$ cat src/rtl/stream_serializer_pkg.sv
// Shared helpers for stream_serializer: counter/length widths and parameter sanity check.
package stream_serializer_pkg;

   function automatic int unsigned cnt_width(input int unsigned n);
      return (n > 1) ? $clog2(n) : 1;
   endfunction

   function automatic int unsigned len_width(input int unsigned n);
      return $clog2(n + 1);
   endfunction

   function automatic bit check_param_pos(input int unsigned v);
      return v >= 1;
   endfunction

endpackage

$ cat src/rtl/stream_serializer.sv
// Wide-word to narrow-beat valid-ready serializer, LSB beat first, zero-bubble reload.
// Optional STREAM_SERIALIZER_LEN_EN adds i_len to emit a shortened word.
module stream_serializer
   import stream_serializer_pkg::*;
#(
   parameter int unsigned W = 8,
   parameter int unsigned N = 4
) (
   input  logic                      clk,
   input  logic                      rst_n,
   input  logic                      clk_en,
   input  logic                      i_valid,
   output logic                      i_ready,
   input  logic [N*W-1:0]            i,
`ifdef STREAM_SERIALIZER_LEN_EN
   input  logic [len_width(N)-1:0]   i_len,
`endif
   output logic                      o_valid,
   input  logic                      o_ready,
   output logic [W-1:0]              o,
   output logic                      o_last
);

   localparam int unsigned CW = cnt_width(N);
   localparam logic [CW-1:0] LastIdx = CW'(N - 1);

   if (!check_param_pos(W) || !check_param_pos(N)) begin : g_bad_param
      $error("stream_serializer: W and N must be >= 1");
   end

   logic [N*W-1:0] r_buf, w_buf_d;
   logic [CW-1:0]  r_cnt, w_cnt_d;
   logic           r_valid, w_valid_d;
   logic [CW-1:0]  r_last_idx, w_last_idx_d;
   logic [CW-1:0]  w_last_idx_in;
   logic           w_last;
   logic           w_load;

`ifdef STREAM_SERIALIZER_LEN_EN
   // Zero or oversize lengths fall back to a full word.
   always_comb begin
      w_last_idx_in = LastIdx;
      if (i_len != '0 && 32'(i_len) <= N) begin
         w_last_idx_in = CW'(32'(i_len) - 1);
      end
   end
`else
   assign w_last_idx_in = LastIdx;
`endif

   assign w_last  = r_valid && (r_cnt == r_last_idx);
   assign i_ready = !r_valid || (o_ready && w_last);
   assign w_load  = i_valid && i_ready;

   assign o_valid = r_valid;
   assign o_last  = w_last;
   assign o       = r_buf[32'(r_cnt) * W +: W];

   always_comb begin
      w_buf_d      = r_buf;
      w_cnt_d      = r_cnt;
      w_valid_d    = r_valid;
      w_last_idx_d = r_last_idx;
      if (w_load) begin
         w_buf_d      = i;
         w_cnt_d      = '0;
         w_valid_d    = 1'b1;
         w_last_idx_d = w_last_idx_in;
      end else if (r_valid && o_ready) begin
         if (w_last) begin
            w_valid_d = 1'b0;
            w_cnt_d   = '0;
         end else begin
            w_cnt_d = r_cnt + CW'(1);
         end
      end
   end

   always_ff @(posedge clk) begin
      if (!rst_n) begin
         r_buf      <= '0;
         r_cnt      <= '0;
         r_valid    <= 1'b0;
         r_last_idx <= LastIdx;
      end else if (clk_en) begin
         r_buf      <= w_buf_d;
         r_cnt      <= w_cnt_d;
         r_valid    <= w_valid_d;
         r_last_idx <= w_last_idx_d;
      end
   end

endmodule

$ cat config.mk
export PLATFORM = sky130hd
export DESIGN_NAME = stream_serializer
export DESIGN_NICKNAME = d
export VERILOG_FILES = /design/src/rtl/stream_serializer_pkg.sv /design/src/rtl/stream_serializer.sv
export SDC_FILE = /design/constraint.sdc
export NUM_CORES = 1
export LEC_CHECK = 0
export ABC_AREA = 1
export CAP_MARGIN = 20
export CORE_UTILIZATION = 45
export DETAILED_ROUTE_END_ITERATION = 16
export GPL_TIMING_DRIVEN = 0
export PLACE_DENSITY = 0.76
export SYNTH_ARGS = -nofsm -noshare
export SYNTH_HDL_FRONTEND = slang
export SYNTH_SLANG_ARGS = --single-unit
$ cat constraint.sdc
create_clock -name clk -period 1.8 [get_ports clk]
set_clock_uncertainty 0.05 [all_clocks]
set_input_delay 0.18 -clock clk [delete_from_list [all_inputs] [get_ports clk]]
set_output_delay 0.18 -clock clk [all_outputs]
set_load 0.03 [all_outputs]
==> summary.md, run 1 <==
| Metric | Value |
|---|---|
| CP top delay family | `buffers and inverters` |
| Row Count | `22` |
| NetSw | `566.1 uW` |
| Initial antenna violation count | `0` |
| Status | `complete, no violations` |
| Drt wl/cell | `about 11 um` |
| Synth top area share | `0.4040` |
| Reg2reg setup slack | `between 0.2 and 0.25 ns` |
| Distinct cells, synth | `16` |
| Maximum clock insertion buffer count | `2` |
| Internal power | `approximately 1300 uW` |
| Final hold viol count | `0` |
| Worst-case vdd ir drop | `about 0.47 mV` |
| Routed Antenna Nets | `0` |
| H-Tree Depth | `2` |
| Max_slew headroom | `0.7197` |
| Number of remaining DRC errors | `0` |
| Layout area overhead | `33.26%` |
| Via count | `roughly 1,800` |
| Crit path time final | `between 1.5 and 2 ns` |
| Switch share | `0.3030` |
| Sequential share of power | `0.467` |
| Number of vias per cell | `approximately 4.6` |
| Die height | `between 60 and 70 um` |
| CTS buffer count | `5` |
| Post-synth top area cell | `dfxtp_1` |
| Synth Net Count | `317` |
| Initial DRT Pass Iterations | `5` |
| HP Class | `in -> reg` |
| Die X-Extent | `approximately 64 um` |
| Fin crit share | `0.9646` |
| Total power | `~1900 uW` |
| Fill count | `~350` |
| Clock tree from TritonCTS | `yes` |
| Critical path buffers and inverters | `4` |
| Worst setup EP type | `output port` |
| Grt ovf | `0` |
| Syn Std Cell Area | `roughly 0.0017 sq mm` |
| Mean Syn Cell Area | `between 6 and 7 sq um` |
| Tot GR Track Use | `0.2228` |
| CP cell instances | `buf_4 > inv_4 > buf_6 > nor2_1 > o22ai_1 > buf_4` |
| Worst-margin pin slew | `about 0.42 ns` |
| Hold_buf cts | `0` |
| Worst Path Required | `about 1.6 ns` |
| Largest net degree at the start of global routing | `11` |
| Fin nets | `370` |
| Layout cell share with drive strength beyond 1 | `0.09063` |
| Asr flop ratio synth | `0` |
| Critical path data arrival time | `~1.5 ns` |
| Pwr Density | `808.5 mW/mm^2` |
| Core Util, Final | `0.6265` |
| Dpl hpwl | `about 2900 um` |
| Syn. warnings | `0` |
| Starting DRT DRC Count | `127` |
| Largest incremental delay on the critical path | `0.32 ns` |
| Power share of the clock group | `0.278` |
| Synth area leaders | `dfxtp_1 40%, nor2_1 18%, nand2_1 16%, inv_1 8.4%, o21ai_0 4.6%` |
| Endpoints failing setup | `0` |
| Final std cell area, no fill | `0.002311 sq mm` |
| Vias in the first global route | `between 1,500 and 2,000` |
| CP max FO | `10` |
| Routability cong. | `0.8108` |
| CP startpoint kind | `flip-flop` |
| Worst path most repeated cell | `buf_4` |
| Die area | `0.004106 sq mm` |
| RSZ-0062 raised after global routing | `true` |
| Max Cap Violations | `0` |
| Main synth FF type | `dfxtp_1` |
| Comb power frac | `0.256` |
| CTS clk-pin slew, worst paths | `approximately 0.070 ns` |
| Setup CP Type | `reg -> out` |
| WL final | `4096 um` |
| First-pass GRT wire length | `~7000 um` |
| Root Driver | `clkbuf_8` |
| Leak | `around 0.0012 uW` |
| Sequential cell area fraction in the yosys report | `0.4040` |
| Fmax | `between 0.5 and 0.6 GHz` |
| Post-DP Area | `about 0.0023 sq mm` |
| Most common library cells after synthesis | `83 x nor2_1, 75 x nand2_1, 39 x inv_1` |
| Initial cell density of the core | `0.4701` |
| Clk sink count | `35` |
| IO buf count | `between 40 and 50` |
| ANT cells | `0` |
| Number of synthesized flops with an enable pin | `0` |
| Core area | `about 0.0037 sq mm` |
| Worst skew pair latency | `0.29 ns` |
| Most common cell in the synthesized netlist | `nor2_1` |
| Number of register bits inferred by synthesis | `35` |
| I/O pin count | `48` |
| Pins Over Slew Limit | `0` |
| CP max stage cell | `dfxtp_1` |
| Synth Instances | `approximately 280` |
-- power by group through the flow --
| stage | combinational, uW | clock [uW] | sequential, uW |
|---|---|---|---|
| CTS | 463 | 526 | 871 |
| floorplan | 291 | 0 | 880 |
| finish | 478 | 518 | 872 |
| global placement | 483 | 0 | 885 |
| global route | 528 | 572 | 879 |
| detailed placement | 486 | 0 | 886 |
-- layer usage --
layer	routed length [um]	vias up	global-route usage	share of wire
met5	0	-	0	0
met4	134	0	0.1136	0.033
met3	285	15	0.05179	0.070
met2	1759	68	0.3404	0.43
met1	1916	735	0.2907	0.47
li1	-	933	-	-
-- final cells by class --
type / count / area (sq um) / share of cell area
Clock buffer: 6 / 72.57 / 0.03140
Tap cell: 48 / 60.06 / 0.02599
Multi-Input combinational cell: 191 / 789.5 / 0.3416
Buffer: 13 / 105.1 / 0.04548
Sequential cell: 35 / 701.9 / 0.3037
Timing Repair Buffer: 46 / 429.2 / 0.1857
Inverter: 40 / 152.6 / 0.06605
-- registers in the layout, summed over array words and instances, names as in the netlist --
name	cells
o_valid	1
r_cnt	2
r_buf	32
-- stage by stage --
stage | setup TNS (ns) | instances | hold slack (ns) | setup WS, ns
2_1_floorplan | 0 | 279 | 0.2649 | 0.3016
3_3_place_gp | -1.807 | 373 | 0.4449 | -0.2498
3_5_place_dp | -1.773 | 373 | 0.4455 | -0.2320
4_1_cts | 0 | 379 | 0.2443 | 0.01032
5_1_grt | -0.006567 | 379 | 0.2485 | -0.006567
6_report | 0 | 379 | 0.2338 | 0.06376
-- kinds of logic after synthesis --
kind of cell | after synthesis | share of synthesized area
simple gates | 164 | 0.3672
buf+inv | 53 | 0.1407
flops | 35 | 0.4040
compound gates | 26 | 0.08081
fa+ha+maj | 1 | 0.007214
-- final timing paths --
kind,start,to,cells after the start
setup / recovery,r_cnt[0],o[5],6
hold / removal,rst_n,r_cnt[1],3
setup reg to reg,r_cnt[1],r_buf[5],7
hold reg to reg,r_buf[15],r_buf[15],4
-- layout by cell type, fill, tap and decap left out --
master	n
inv_4	1
clkbuf_4	1
nand3_1	4
nand2_2	1
nand2_1	75
clkdlybuf4s50_1	36
buf_6	5
nand3_4	1
clkbuf_1	2
dfxtp_1	34
inv_1	39
dfxtp_2	1
buf_4	9
o21ai_1	1
a21oi_1	2
o21ai_0	15
ha_1	1
o22ai_1	8
clkbuf_2	1
nor2_1	83
buf_2	5
dlygate4sd2_1	1
clkbuf_8	5
-- worst reg2reg max path, stage by stage (launching register included) --
cell     delay, ns
dfxtp_2       0.43
ha_1          0.21
nand2_1       0.07
nand2_2       0.12
nand3_4       0.18
buf_4         0.22
nor2_1        0.12
nor2_1        0.06
-- timing repair --
| item | in CTS | in global routing |
|---|---|---|
| setup buffers | 0 | 0 |
| gates resized for setup | 45 | 14 |
| setup endpoints to repair | 10 | 9 |
| hold endpoints to repair | 0 | 0 |
(Power assumes the default switching activity.)
==> inputs of run 2 (changes only) <==
--- a/config.mk
+++ b/config.mk
@@ -6,10 +6,11 @@
 export NUM_CORES = 1
 export LEC_CHECK = 0
 export ABC_AREA = 1
-export CAP_MARGIN = 20
+export CAP_MARGIN = 10
 export CORE_UTILIZATION = 45
 export DETAILED_ROUTE_END_ITERATION = 16
 export GPL_TIMING_DRIVEN = 0
+export MAX_ROUTING_LAYER = met4
 export PLACE_DENSITY = 0.76
 export SYNTH_ARGS = -nofsm -noshare
 export SYNTH_HDL_FRONTEND = slang
==> constraint.sdc (replaced) <==
create_clock -name clk -period 1.94 [get_ports clk]
set_clock_uncertainty 0.05 [all_clocks]
set_input_delay 0.194 -clock clk [delete_from_list [all_inputs] [get_ports clk]]
set_output_delay 0.194 -clock clk [all_outputs]
set_load 0.03 [all_outputs]
==> run 2 against run 1 <==
Compared with the run above:
- cell count unchanged
- clock power down 8.1%
- via count down 0.51%
- critical path type unchanged
- critical endpoint unchanged
==> summary.md, run 2 (synthesized netlist as in run 1, its figures left out) <==
| Metric | Value |
|---|---|
| Fin crit share | `0.9639` |
| Pwr Density | `746.9 mW/mm^2` |
| Core area | `between 0.003 and 0.004 sq mm` |
| RSZ-0062 raised after global routing | `false` |
| Leak | `around 0.0012 uW` |
| Max_slew headroom | `0.7255` |
| Starting DRT DRC Count | `~120` |
| Hold Slack | `around 0.25 ns` |
| Place WS | `-0.1060 ns` |
| Worst skew pair latency | `just under 0.3 ns` |
| Setup CP Type | `reg -> out` |
| HP Class | `in -> reg` |
| IO buf count | `46` |
| Max Cap Violations | `0` |
| First-pass GRT wire length | `~7000 um` |
| Critical path data arrival time | `roughly 1.6 ns` |
| Row Count | `22` |
| Comb power frac | `0.250` |
| CP max FO | `10` |
| Clock tree from TritonCTS | `yes` |
| Power share of the clock group | `0.278` |
| Dpl hpwl | `about 2900 um` |
| Final cell count without fillers | `about 380` |
| Number of vias per cell | `~4.6` |
| Worst-margin pin slew | `0.4117 ns` |
| Internal power | `roughly 1200 uW` |
| Setup slack after layout | `0.06998 ns` |
| Hold_buf cts | `0` |
| I/O pin count | `between 40 and 50` |
| Worst-case vdd ir drop | `0.4359 mV` |
| Fmax | `0.5348 GHz` |
| Pins Over Slew Limit | `0` |
| Initial DRT Pass Iterations | `4` |
| NetSw | `518.2 uW` |
| Clk sink count | `35` |
| Worst-case reg-to-reg path depth | `7` |
| Endpoints failing setup | `0` |
| CP startpoint kind | `flip-flop` |
| Status | `complete, no violations` |
| Most frequent cells in the layout | `83 x nor2_1, 75 x nand2_1, 39 x inv_1` |
| CTS buffer count | `5` |
| Initial antenna violation count | `0` |
| ANT cells | `0` |
| Die X-Extent | `roughly 64 um` |
| Initial cell density of the core | `0.4701` |
| Crit path time final | `roughly 1.9 ns` |
| Drt wl/cell | `~11 um` |
| Cell Count Post-Placement | `between 300 and 400` |
| Routed Antenna Nets | `0` |
| Commonest non-fill, non-tap cell in the layout | `nor2_1` |
| Routability cong. | `~0.82` |
| Switch share | `0.3024` |
| Die area | `around 0.0041 sq mm` |
| Max FFs per register | `32` |
| Number of remaining DRC errors | `0` |
| Largest net degree at the start of global routing | `11` |
| Top reg by flops | `r_buf` |
| Total power | `1714 uW` |
| Via count | `about 1,700` |
| Worst Path Required | `about 1.7 ns` |
| Layout cell share with drive strength beyond 1 | `0.08761` |
| Vias in the first global route | `1,596` |
| H-Tree Depth | `2` |
| Grt ovf | `0` |
| Final hold viol count | `0` |
| Tot GR Track Use | `0.2286` |
| Layout area overhead | `32.32%` |
| CTS clk-pin slew, worst paths | `0.07 ns` |
| Root Driver | `clkbuf_8` |
| Maximum clock insertion buffer count | `2` |
| WL final | `roughly 4000 um` |
| Worst setup EP type | `output port` |
| Die height | `approximately 64 um` |
| Sequential share of power | `0.472` |
| Hold Crit Depth | `3` |
| Reg2reg setup slack | `about 0.37 ns` |
| Fin nets | `370` |
[run 2: changes by cell type in the layout (fill, tap and decap cells not counted)]
cell and change:
clkbuf_2 -1, buf_2 +7, inv_4 -1, buf_6 -1, inv_2 +1, dlymetal6s2s_1 +1
buf_4 -6
[run 2: metrics by stage]
step	area (sq um)	utilization	setup TNS [ns]
finish	2295	0.6221	0
global route	2295	0.6221	0
CTS	2340	0.6343	0
detailed placement	2255	0.6113	-0.7163
global placement	2255	0.6113	-0.7656
floorplan	1734	-	0
[run 2: layout make-up]
| cell class | instances | area, sq um |
|---|---|---|
| Buffer | 13 | 98.84 |
| Timing Repair Buffer | 46 | 421.7 |
| Sequential cell | 35 | 701.9 |
| Fill cell | 349 | 1394 |
| Clock buffer | 6 | 72.57 |
| Inverter | 40 | 150.1 |
| Tap cell | 48 | 60.06 |
| Multi-Input combinational cell | 191 | 789.5 |
[run 2: power by group through the flow]
stage	Combinational [uW]	Clock [uW]	Sequential, uW
floorplan	270	0	816
global placement	448	0	821
detailed placement	451	0	822
CTS	448	489	808
global route	475	530	816
finish	429	476	809
[run 2: worst paths after layout]
kind | startpoint | to
worst max register to register | r_cnt[1] | r_buf[5]
worst min-delay path | rst_n | r_cnt[1]
worst min register to register | r_buf[15] | r_buf[15]
worst max-delay path | r_cnt[0] | o[5]
[run 2: repair_timing]
action | 4_1_cts | 5_1_grt
pin swaps | 0 | 0
hold endpoints to repair | 0 | 0
setup buffers | 0 | 0
setup endpoints to repair | 10 | 9
resized for setup | 27 | 19
cloned | 0 | 0
[run 2: metal layers]
metal	GRT usage	up-vias	share of wire
met4	0.1136	0	0.033
met5	-	-	0
met3	0.05179	15	0.075
met2	0.3404	67	0.43
met1	0.2896	728	0.46
li1	-	932	-
[run 2: critical path, stage by stage (launching register included)]
cell and delay (ns):
dfxtp_1 0.32, clkbuf_4 0.18, inv_2 0.13, buf_4 0.19
nor2_1 0.05, o22ai_1 0.22, buf_2 0.24
